<file path="src/rtl/code_lock_pkg.sv">
// Shared types and sizing helpers for the code lock controller.
package code_lock_pkg;

  typedef enum logic [1:0] {
    IDLE    = 2'd0,
    ARMED   = 2'd1,
    MATCH   = 2'd2,
    LOCKOUT = 2'd3
  } state_t;

  localparam int unsigned TRIES_W       = 3;
  localparam int unsigned LED_HOLD_DEF  = 8;
  localparam int unsigned LOCKOUT_DEF   = 16;

  // The counter is loaded with N-1, so ceil(log2(N)) bits suffice; never below 1 bit.
  function automatic int unsigned cnt_width(input int unsigned a, input int unsigned b);
    int unsigned v;
    int unsigned r;
    v = (a > b) ? a : b;
    r = 0;
    while ((32'd1 << r) < v) r = r + 1;
    return (r == 0) ? 1 : r;
  endfunction

  localparam int unsigned CNT_W = cnt_width(LED_HOLD_DEF, LOCKOUT_DEF);

endpackage

</file>
<file path="src/rtl/code_lock_ctrl_btn_edge_det.sv">
// Rising-edge press detector for a level button; history resets high so a
// button held through reset does not register as a press.
module btn_edge_det (
  input  logic clk,
  input  logic rst_n,
  input  logic i_btn,
  output logic o_press
);

  logic r_q;

  always_ff @(posedge clk or negedge rst_n) begin
    if (!rst_n) r_q <= 1'b1;
    else        r_q <= i_btn;
  end

  assign o_press = i_btn & ~r_q;

endmodule

</file>
<file path="src/rtl/code_lock_ctrl.sv">
// Code lock sequencer: store a code, check guesses, timed LED and lockout.
// Optional macro CODE_LOCK_CLEAR_EN: simultaneous presses in IDLE/ARMED clear the code.
module code_lock_ctrl
  import code_lock_pkg::*;
#(
  parameter int unsigned WIDTH           = 4,
  parameter int unsigned MAX_TRIES       = 3,
  parameter int unsigned LED_HOLD_CYCLES = LED_HOLD_DEF,
  parameter int unsigned LOCKOUT_CYCLES  = LOCKOUT_DEF
) (
  input  logic               clk,
  input  logic               rst_n,
  input  logic [WIDTH-1:0]   no,
  input  logic               push1,
  input  logic               push2,
  output logic               ledpin,
  output logic               locked_out,
  output logic [TRIES_W-1:0] tries_left,
  output logic               code_valid
);

  localparam int unsigned         CW         = cnt_width(LED_HOLD_CYCLES, LOCKOUT_CYCLES);
  localparam logic [TRIES_W-1:0]  TRIES_INIT = TRIES_W'(MAX_TRIES);
  localparam logic [CW-1:0]       LED_LOAD   = CW'(LED_HOLD_CYCLES - 1);
  localparam logic [CW-1:0]       LOCK_LOAD  = CW'(LOCKOUT_CYCLES - 1);

  logic w_press1, w_press2;

  state_t              r_state, w_state_nxt;
  logic [WIDTH-1:0]    r_code,  w_code_nxt;
  logic [CW-1:0]       r_cnt,   w_cnt_nxt;
  logic [TRIES_W-1:0]  r_tries, w_tries_nxt;
  logic                r_valid, w_valid_nxt;
  logic                r_led,   w_led_nxt;
  logic                r_lock,  w_lock_nxt;

  btn_edge_det u_edge1 (.clk(clk), .rst_n(rst_n), .i_btn(push1), .o_press(w_press1));
  btn_edge_det u_edge2 (.clk(clk), .rst_n(rst_n), .i_btn(push2), .o_press(w_press2));

  always_ff @(posedge clk or negedge rst_n) begin
    if (!rst_n) begin
      r_state <= IDLE;
      r_code  <= '0;
      r_cnt   <= '0;
      r_tries <= TRIES_INIT;
      r_valid <= 1'b0;
      r_led   <= 1'b0;
      r_lock  <= 1'b0;
    end else begin
      r_state <= w_state_nxt;
      r_code  <= w_code_nxt;
      r_cnt   <= w_cnt_nxt;
      r_tries <= w_tries_nxt;
      r_valid <= w_valid_nxt;
      r_led   <= w_led_nxt;
      r_lock  <= w_lock_nxt;
    end
  end

  always_comb begin
    w_state_nxt = r_state;
    w_code_nxt  = r_code;
    w_cnt_nxt   = r_cnt;
    w_tries_nxt = r_tries;
    w_valid_nxt = r_valid;
    w_led_nxt   = r_led;
    w_lock_nxt  = r_lock;
    case (r_state)
      // IDLE and ARMED share press1 handling; press2 only acts once a code is armed.
      IDLE, ARMED: begin
`ifdef CODE_LOCK_CLEAR_EN
        if (w_press1 && w_press2) begin
          w_code_nxt  = '0;
          w_valid_nxt = 1'b0;
          w_tries_nxt = TRIES_INIT;
          w_state_nxt = IDLE;
        end else
`endif
        if (w_press1) begin
          w_code_nxt  = no;
          w_valid_nxt = 1'b1;
          w_tries_nxt = TRIES_INIT;
          w_state_nxt = ARMED;
        end else if (w_press2 && (r_state == ARMED)) begin
          if (no == r_code) begin
            w_led_nxt   = 1'b1;
            w_cnt_nxt   = LED_LOAD;
            w_tries_nxt = TRIES_INIT;
            w_state_nxt = MATCH;
          end else if (r_tries > 3'd1) begin
            w_tries_nxt = r_tries - 3'd1;
          end else begin
            w_tries_nxt = '0;
            w_lock_nxt  = 1'b1;
            w_cnt_nxt   = LOCK_LOAD;
            w_state_nxt = LOCKOUT;
          end
        end
      end
      MATCH: begin
        if (r_cnt == '0) begin
          w_led_nxt   = 1'b0;
          w_state_nxt = ARMED;
        end else begin
          w_cnt_nxt = r_cnt - CW'(1);
        end
      end
      LOCKOUT: begin
        if (r_cnt == '0) begin
          w_lock_nxt  = 1'b0;
          w_tries_nxt = TRIES_INIT;
          w_state_nxt = ARMED;
        end else begin
          w_cnt_nxt = r_cnt - CW'(1);
        end
      end
    endcase
  end

  always_comb begin
    ledpin     = r_led;
    locked_out = r_lock;
    tries_left = r_tries;
    code_valid = r_valid;
  end

endmodule

</file>
<file path="config.mk">
export PLATFORM = sky130hd
export DESIGN_NAME = code_lock_ctrl
export DESIGN_NICKNAME = d
export VERILOG_FILES = /design/src/rtl/code_lock_pkg.sv /design/src/rtl/code_lock_ctrl_btn_edge_det.sv /design/src/rtl/code_lock_ctrl.sv
export SDC_FILE = /design/constraint.sdc
export NUM_CORES = 1
export LEC_CHECK = 0
export BUFFER_PORTS_ARGS = -buffer_cell sky130_fd_sc_hd__buf_4
export CAP_MARGIN = 10
export CORE_UTILIZATION = 57
export CTS_BUF_LIST = sky130_fd_sc_hd__clkbuf_8
export DETAILED_ROUTE_END_ITERATION = 7
export GPL_ROUTABILITY_DRIVEN = 0
export PLACE_DENSITY = 0.8
export SYNTH_ARGS = -nofsm -noshare
export SYNTH_HDL_FRONTEND = slang
export SYNTH_SLANG_ARGS = --single-unit
</file>
<file path="constraint.sdc">
create_clock -name clk -period 1.9 [get_ports clk]
set_input_delay 0.38 -clock clk [delete_from_list [all_inputs] [get_ports clk]]
set_output_delay 0.38 -clock clk [all_outputs]
set_load 0.03 [all_outputs]
</file>
==> results of run 1 <==
-- final cells by class --
type | instances | area (sq um)
well taps | 16 | 20.0
fillers | 113 | 420
multi-input cells | 58 | 450
inverters | 4 | 15.0
flip-flops and latches | 18 | 455
clock buffers | 4 | 55.1
repair buffers | 14 | 108
-- power by group --
group | switching [uW] | internal, uW
clock network | 123 | 184
registers | 121 | 523
logic | 332 | 299
total | 576 | 1010
-- cells by family after synthesis --
kind of cell | count (synthesis) | share of synthesized area
buffers and inverters | 5 | 0.0282
muxes | 4 | 0.0483
xor gates and xnor gates | 5 | 0.0470
DFF | 18 | 0.489
AOI/OAI and AO/OA | 22 | 0.164
and+or+nand+nor | 24 | 0.184
adders and majority gates | 3 | 0.0403
-- registers in the layout, summed over array words and instances, names as in the netlist --
register,count
u_edge1.r_q,1
tries_left,3
u_edge2.r_q,1
r_cnt,4
code_valid,1
locked_out,1
r_state,2
ledpin,1
r_code,4
-- cell usage in the layout, fill, tap and decap left out, types with 2 or more instances in the layout --
master and n:
mux2_1 4, clkbuf_8 4, and2_1 2, a21o_1 2, ha_1 3, nand2b_1 2
buf_4 13, xnor2_1 5, o21ai_0 3, nand2_1 4, dfstp_2 4, inv_1 4
a2bb2oi_1 2, a21oi_1 4, dfrtp_1 14, o21ai_1 2, nor2_1 3, nor3_1 2
-- worst max-delay path by stage --
stage	startpoint	endpoint	slack, ns	cells past startpoint
5_1_grt	r_cnt[0]	r_cnt[0]	0.06	6
2_1_floorplan	tries_left[1]	r_cnt[0]	0.14	6
3_5_place_dp	r_cnt[0]	r_cnt[0]	0.15	6
6_report	r_cnt[0]	r_cnt[0]	0.14	6
3_3_place_gp	r_cnt[0]	r_cnt[0]	0.19	6
4_1_cts	r_cnt[0]	r_cnt[0]	0.15	6
-- critical path, cell delays in order, from the launching register on --
cell and delay (ns):
dfrtp_1 0.37, inv_1 0.11, ha_1 0.25, or3b_1 0.41, a22o_1 0.21, o31a_2 0.13
a21o_1 0.18
-- stage by stage --
stage,power (uW),setup slack (ns),cells
6_report,1580,0.139,114
5_1_grt,1680,0.0559,114
4_1_cts,1590,0.147,114
3_5_place_dp,1280,0.154,109
3_3_place_gp,1250,0.188,109
2_1_floorplan,1100,0.140,81
-- metal layers --
| layer | vias up | wire length [microns] | part of all wire |
|---|---|---|---|
| met5 | - | 0 | 0 |
| met4 | 0 | 20 | 0.012 |
| met3 | 2 | 70 | 0.041 |
| met2 | 17 | 832 | 0.49 |
| met1 | 333 | 780 | 0.46 |
| li1 | 332 | - | - |
==> results.md, run 1 <==
- Minimum clock period: 1.76 ns
- Drt total wl: 1.70 mm
- Antenna-violating nets left: 0
- H-tree levels: 1
- Reg2reg setup slack: 0.14 ns
- Worst clock skew: 0.00113 ns
- Crit path required time: 2.05 ns
- Dpl cell area: 1040 sq um
- Hold Path Origin: push2
- Largest net degree at the start of global routing: 19
- GRT overflow: 0
- Worst r2r path cells: 6
- Final Hold Slack: 0.243 ns
- Leak Pwr: 0.000485 uW
- Tcrit/Tclk final: 0.927
- Setup bufs post-CTS: 0
- R2r endpoint: r_cnt[0]
- Synth top cells by count: dfrtp_1, xnor2_1
- Antenna violations before repair: 0
- RSZ-0062 raised after global routing: false
- Max Cap Viol: 0
- Top cells by area, synth: dfrtp_1, dfstp_2, mux2_1
- Worst Path Arrival: 1.91 ns
- IO Port Bufs: 13
- Iteration-0 DRC Markers: 21
- Hold Path End: u_edge2.r_q
- I/O pin count: 14
- Mapped Avg Cell Area: 11.5 sq um
- Total Die Area: 1800 sq um
- Worst Tran Pin Value: 0.447 ns
- Clock slew seen by the registers of the worst setup and hold paths: 0.07 ns
- Synth warn: 0
- Met1 usage: 0.282
- Hpwl dp: 1.27 mm
- 1st-pass router iterations: 4
- Chip height: 42.4 microns
- Grt peak-use layer: met2
- Post-cts sizing count: 0
- Final Instance Area: 1100 sq um
- Vias in the first global route: 684
- Core Region: 1520 sq um
- Mapped Area: 932 sq um
- Max Slew Vio Count: 0
- CTS tree: yes
- Antenna diodes: 0
- Starting density of the core: 0.612
- Via count: 684
- Met3 usage: 0.0647
- Outcome: finished clean
- Synth-to-layout area growth: 18.4%
- Cell taking the most area after synthesis: dfrtp_1
- Worst skew pair latency: 0.25 ns
- Async SR Flop Fraction: 1.00
- Nets@finish: 110
- PD cells: 1430 nW/um^2
- Num Clock Sinks: 18
- Final hold vios: 0
- Overall Global Routing Usage: 0.225
- Crit Path Max Fanout: 4
- Via density per instance: 6.00
- Clock buffer count from CTS: 3
- Cts hold-fix bufs: 1
- Most common cell in the netlist: dfrtp_1
- Share of cells above drive strength 1: 0.276
- CTS root buf: clkbuf_8
- First-pass GRT wire length: 2.95 mm
- Distinct cells, synth: 37
- Mapped Cells: 81
- Die width: 42.4 microns
- Top cell type's share of synthesized area: 0.376
- WL per Instance: 14.9 microns
- VDD IR max: 0.733 mV
- Setup CP Type: reg -> reg
- CP startpoint kind: register
- Post-route DRC: 0
- CTS Buffer Depth: 2
- Core Util, Final: 0.724
- Syn_nets: 92
- Sum of negative setup slack: 0 ns
- Worst slew margin: 0.700
- EDFF count, synth: 0
- Worst R2R Start: r_cnt[0]
- Top FF cell, synth: dfrtp_1
- FP Rows: 14
- F_max: 0.568 GHz
- Yosys reg bits: 18
- M2 GR Usage: 0.354
- Hold path cells: 1
- Worst Hold Class: in -> reg
- Register area share after synthesis: 0.489
- Final-report setup violation count: 0
- Worst setup EP type: register
(Power assumes the default switching activity.)
==> inputs of run 2 (changes only) <==
Settings changed: REMOVE_ABC_BUFFERS set to 1.
==> results.md, run 2 (synthesized netlist as in run 1, its figures left out) <==
- Outcome: finished clean (unchanged)
- Post-route DRC: 0 (unchanged)
- Crit path buf inv count: 1 (unchanged)
- Worst Hold Class: in -> reg (unchanged)
- 1st-pass router iterations: 4 (unchanged)
- Vias in the first global route: 688 (was 684)
- Num Clock Sinks: 18 (unchanged)
- GRT overflow: 0 (unchanged)
- Overall Global Routing Usage: 0.237 (was 0.225)
- Crit path from: r_cnt[0] (unchanged)
- Most frequent cells in the layout: dfrtp_1, buf_4, inv_1, xnor2_1 (was dfrtp_1, buf_4, xnor2_1)
- CTS Buffer Depth: 2 (unchanged)
- Setup bufs post-CTS: 0 (unchanged)
- Worst Tran Pin Value: 0.444 ns (was 0.447 ns)
- Worst setup EP type: register (unchanged)
- Chip height: 42.4 microns (unchanged)
- Crit-path slowest cell: or3b_1 (unchanged)
- Max Used Layer: met4 (unchanged)
- Crit path max-delay family: compound AO/OA/AOI/OAI gates (unchanged)
- Starting density of the core: 0.612 (unchanged)
- F_max: 0.562 GHz (was 0.568 GHz)
- Via count: 672 (was 684)
- CTS root buf: clkbuf_8 (unchanged)
- M1 WL: 840 microns (was 780 microns)
- Reg2reg setup slack: 0.12 ns (was 0.14 ns)
- Share of cells above drive strength 1: 0.265 (was 0.276)
- Largest net degree at the start of global routing: 19 (unchanged)
- Via density per instance: 5.89 (was 6.00)
- Synth-to-layout area growth: 17.3% (was 18.4%)
- First-pass GRT wire length: 3.11 mm (was 2.95 mm)
- H-tree levels: 1 (unchanged)
- PD cells: 1420 nW/um^2 (was 1430 nW/um^2)
- Final-report setup violation count: 0 (unchanged)
- Levels on crit path: 6 (unchanged)
- WL per Instance: 15.4 microns (was 14.9 microns)
- Worst r2r path cells: 6 (unchanged)
- Antenna violations before repair: 0 (unchanged)
- Max Cap Viol: 0 (unchanged)
- Leak Pwr: 0.000483 uW (was 0.000485 uW)
- Antenna-violating nets left: 0 (unchanged)
- FP Rows: 14 (unchanged)
- Met2 Routed Length: 818 microns (was 832 microns)
- Clock slew seen by the registers of the worst setup and hold paths: 0.07 ns (about the same)
- Critical path endpoint: r_cnt[1] (was r_cnt[0])
- Max Slew Vio Count: 0 (unchanged)
- RSZ-0062 raised after global routing: false (unchanged)
- Setup CP Type: reg -> reg (unchanged)
- Antenna diodes: 0 (unchanged)
- Fillers: 113 (unchanged)
- Clock buffer count from CTS: 3 (unchanged)
- Crit Path Max Fanout: 4 (unchanged)
- Commonest non-fill, non-tap cell in the layout: dfrtp_1 (unchanged)
- Crit path required time: 2.05 ns (about the same)
- Core Region: 1520 sq um (unchanged)
- I/O pin count: 14 (unchanged)
- Hold Path Origin: push2 (unchanged)
- Worst Path Arrival: 1.92 ns (was 1.91 ns)
- CP startpoint kind: register (unchanged)
- Worst slew margin: 0.703 (was 0.700)
- Met3 wire length: 64 microns (was 70 microns)
- Total Die Area: 1800 sq um (unchanged)
- Drt total wl: 1.75 mm (was 1.70 mm)
- IO Port Bufs: 13 (unchanged)
- Worst-path cell chain: inv_1 > ha_1 > or3b_1 > a22o_1 > o31a_2 > o21a_1 (was inv_1 > ha_1 > or3b_1 > a22o_1 > o31a_2 > a21o_1)
- Sum of negative setup slack: 0 ns (unchanged)
- Minimum clock period: 1.78 ns (was 1.76 ns)
- Worst skew pair latency: 0.26 ns (was 0.25 ns)
- Nets@finish: 110 (unchanged)
- Crit-path max cell delay: 0.41 ns (about the same)
- Hpwl dp: 1.24 mm (was 1.27 mm)
- VDD IR max: 0.874 mV (was 0.733 mV)
- Core Util, Final: 0.718 (was 0.724)
- CTS tree: yes (unchanged)
- Worst clock skew: 0.00497 ns (was 0.00113 ns)
- Worst R2R Start: r_cnt[0] (unchanged)
- Final hold vios: 0 (unchanged)
- Die width: 42.4 microns (unchanged)
- Tcrit/Tclk final: 0.936 (was 0.927)
- Iteration-0 DRC Markers: 7 (was 21)
- R2r endpoint: r_cnt[1] (was r_cnt[0])
==> run 2: final cells by class <==
type	instances	area [sq um]	share of cell area
clock buffers	3	41.3	0.0378
well taps	16	20.0	0.0183
multi-input cells	58	450	0.412
inverters	4	15.0	0.0137
flip-flops and latches	18	455	0.416
repair buffers	14	108	0.0984
clock inverters	1	3.75	0.00343
==> run 2: layer usage <==
metal  GRT usage  up-vias
li1            -      330
met1       0.317      322
met2       0.369       15
met3      0.0517        5
met4       0.100        0
met5           0        -
==> run 2: worst register-to-register path: cells and delay by family, from the launching register on <==
family                     cells  cell delay (ns)
and+or+nand+nor                1             0.42
buffers and inverters          1             0.10
AOI/OAI and AO/OA              3             0.54
adders and majority gates      1             0.23
DFF                            1             0.38
==> run 2: timing repair <==
action	in CTS	in global routing
hold endpoints to repair	14	0
hold buffers	1	0
gates resized for setup	0	0
==> run 2: worst min path at each step <==
stage / cells past startpoint / endpoint / slack, ns
floorplan: 0 / code_valid / 0.08
global placement: 1 / r_code[0] / 0.26
detailed placement: 1 / r_code[0] / 0.26
CTS: 1 / u_edge2.r_q / 0.24
global route: 1 / u_edge2.r_q / 0.23
finish: 1 / u_edge2.r_q / 0.24
==> run 2: power breakdown <==
group          switching, uW  internal [uW]  total, uW
sequential               124            523        647
clock                    133            144        277
combinational            332            299        631
total                    589            966       1550
==> run 2: through the flow <==
step	setup slack (ns)	instances	area (sq um)	power [uW]	hold WS (ns)
final	0.121	114	1090	1550	0.237
after global routing	0.0484	114	1090	1650	0.232
after CTS	0.112	114	1090	1560	0.240
after detailed placement	0.164	109	1040	1280	0.260
after global placement	0.167	109	1040	1250	0.257
after floorplan	0.140	80	921	1090	0.0844
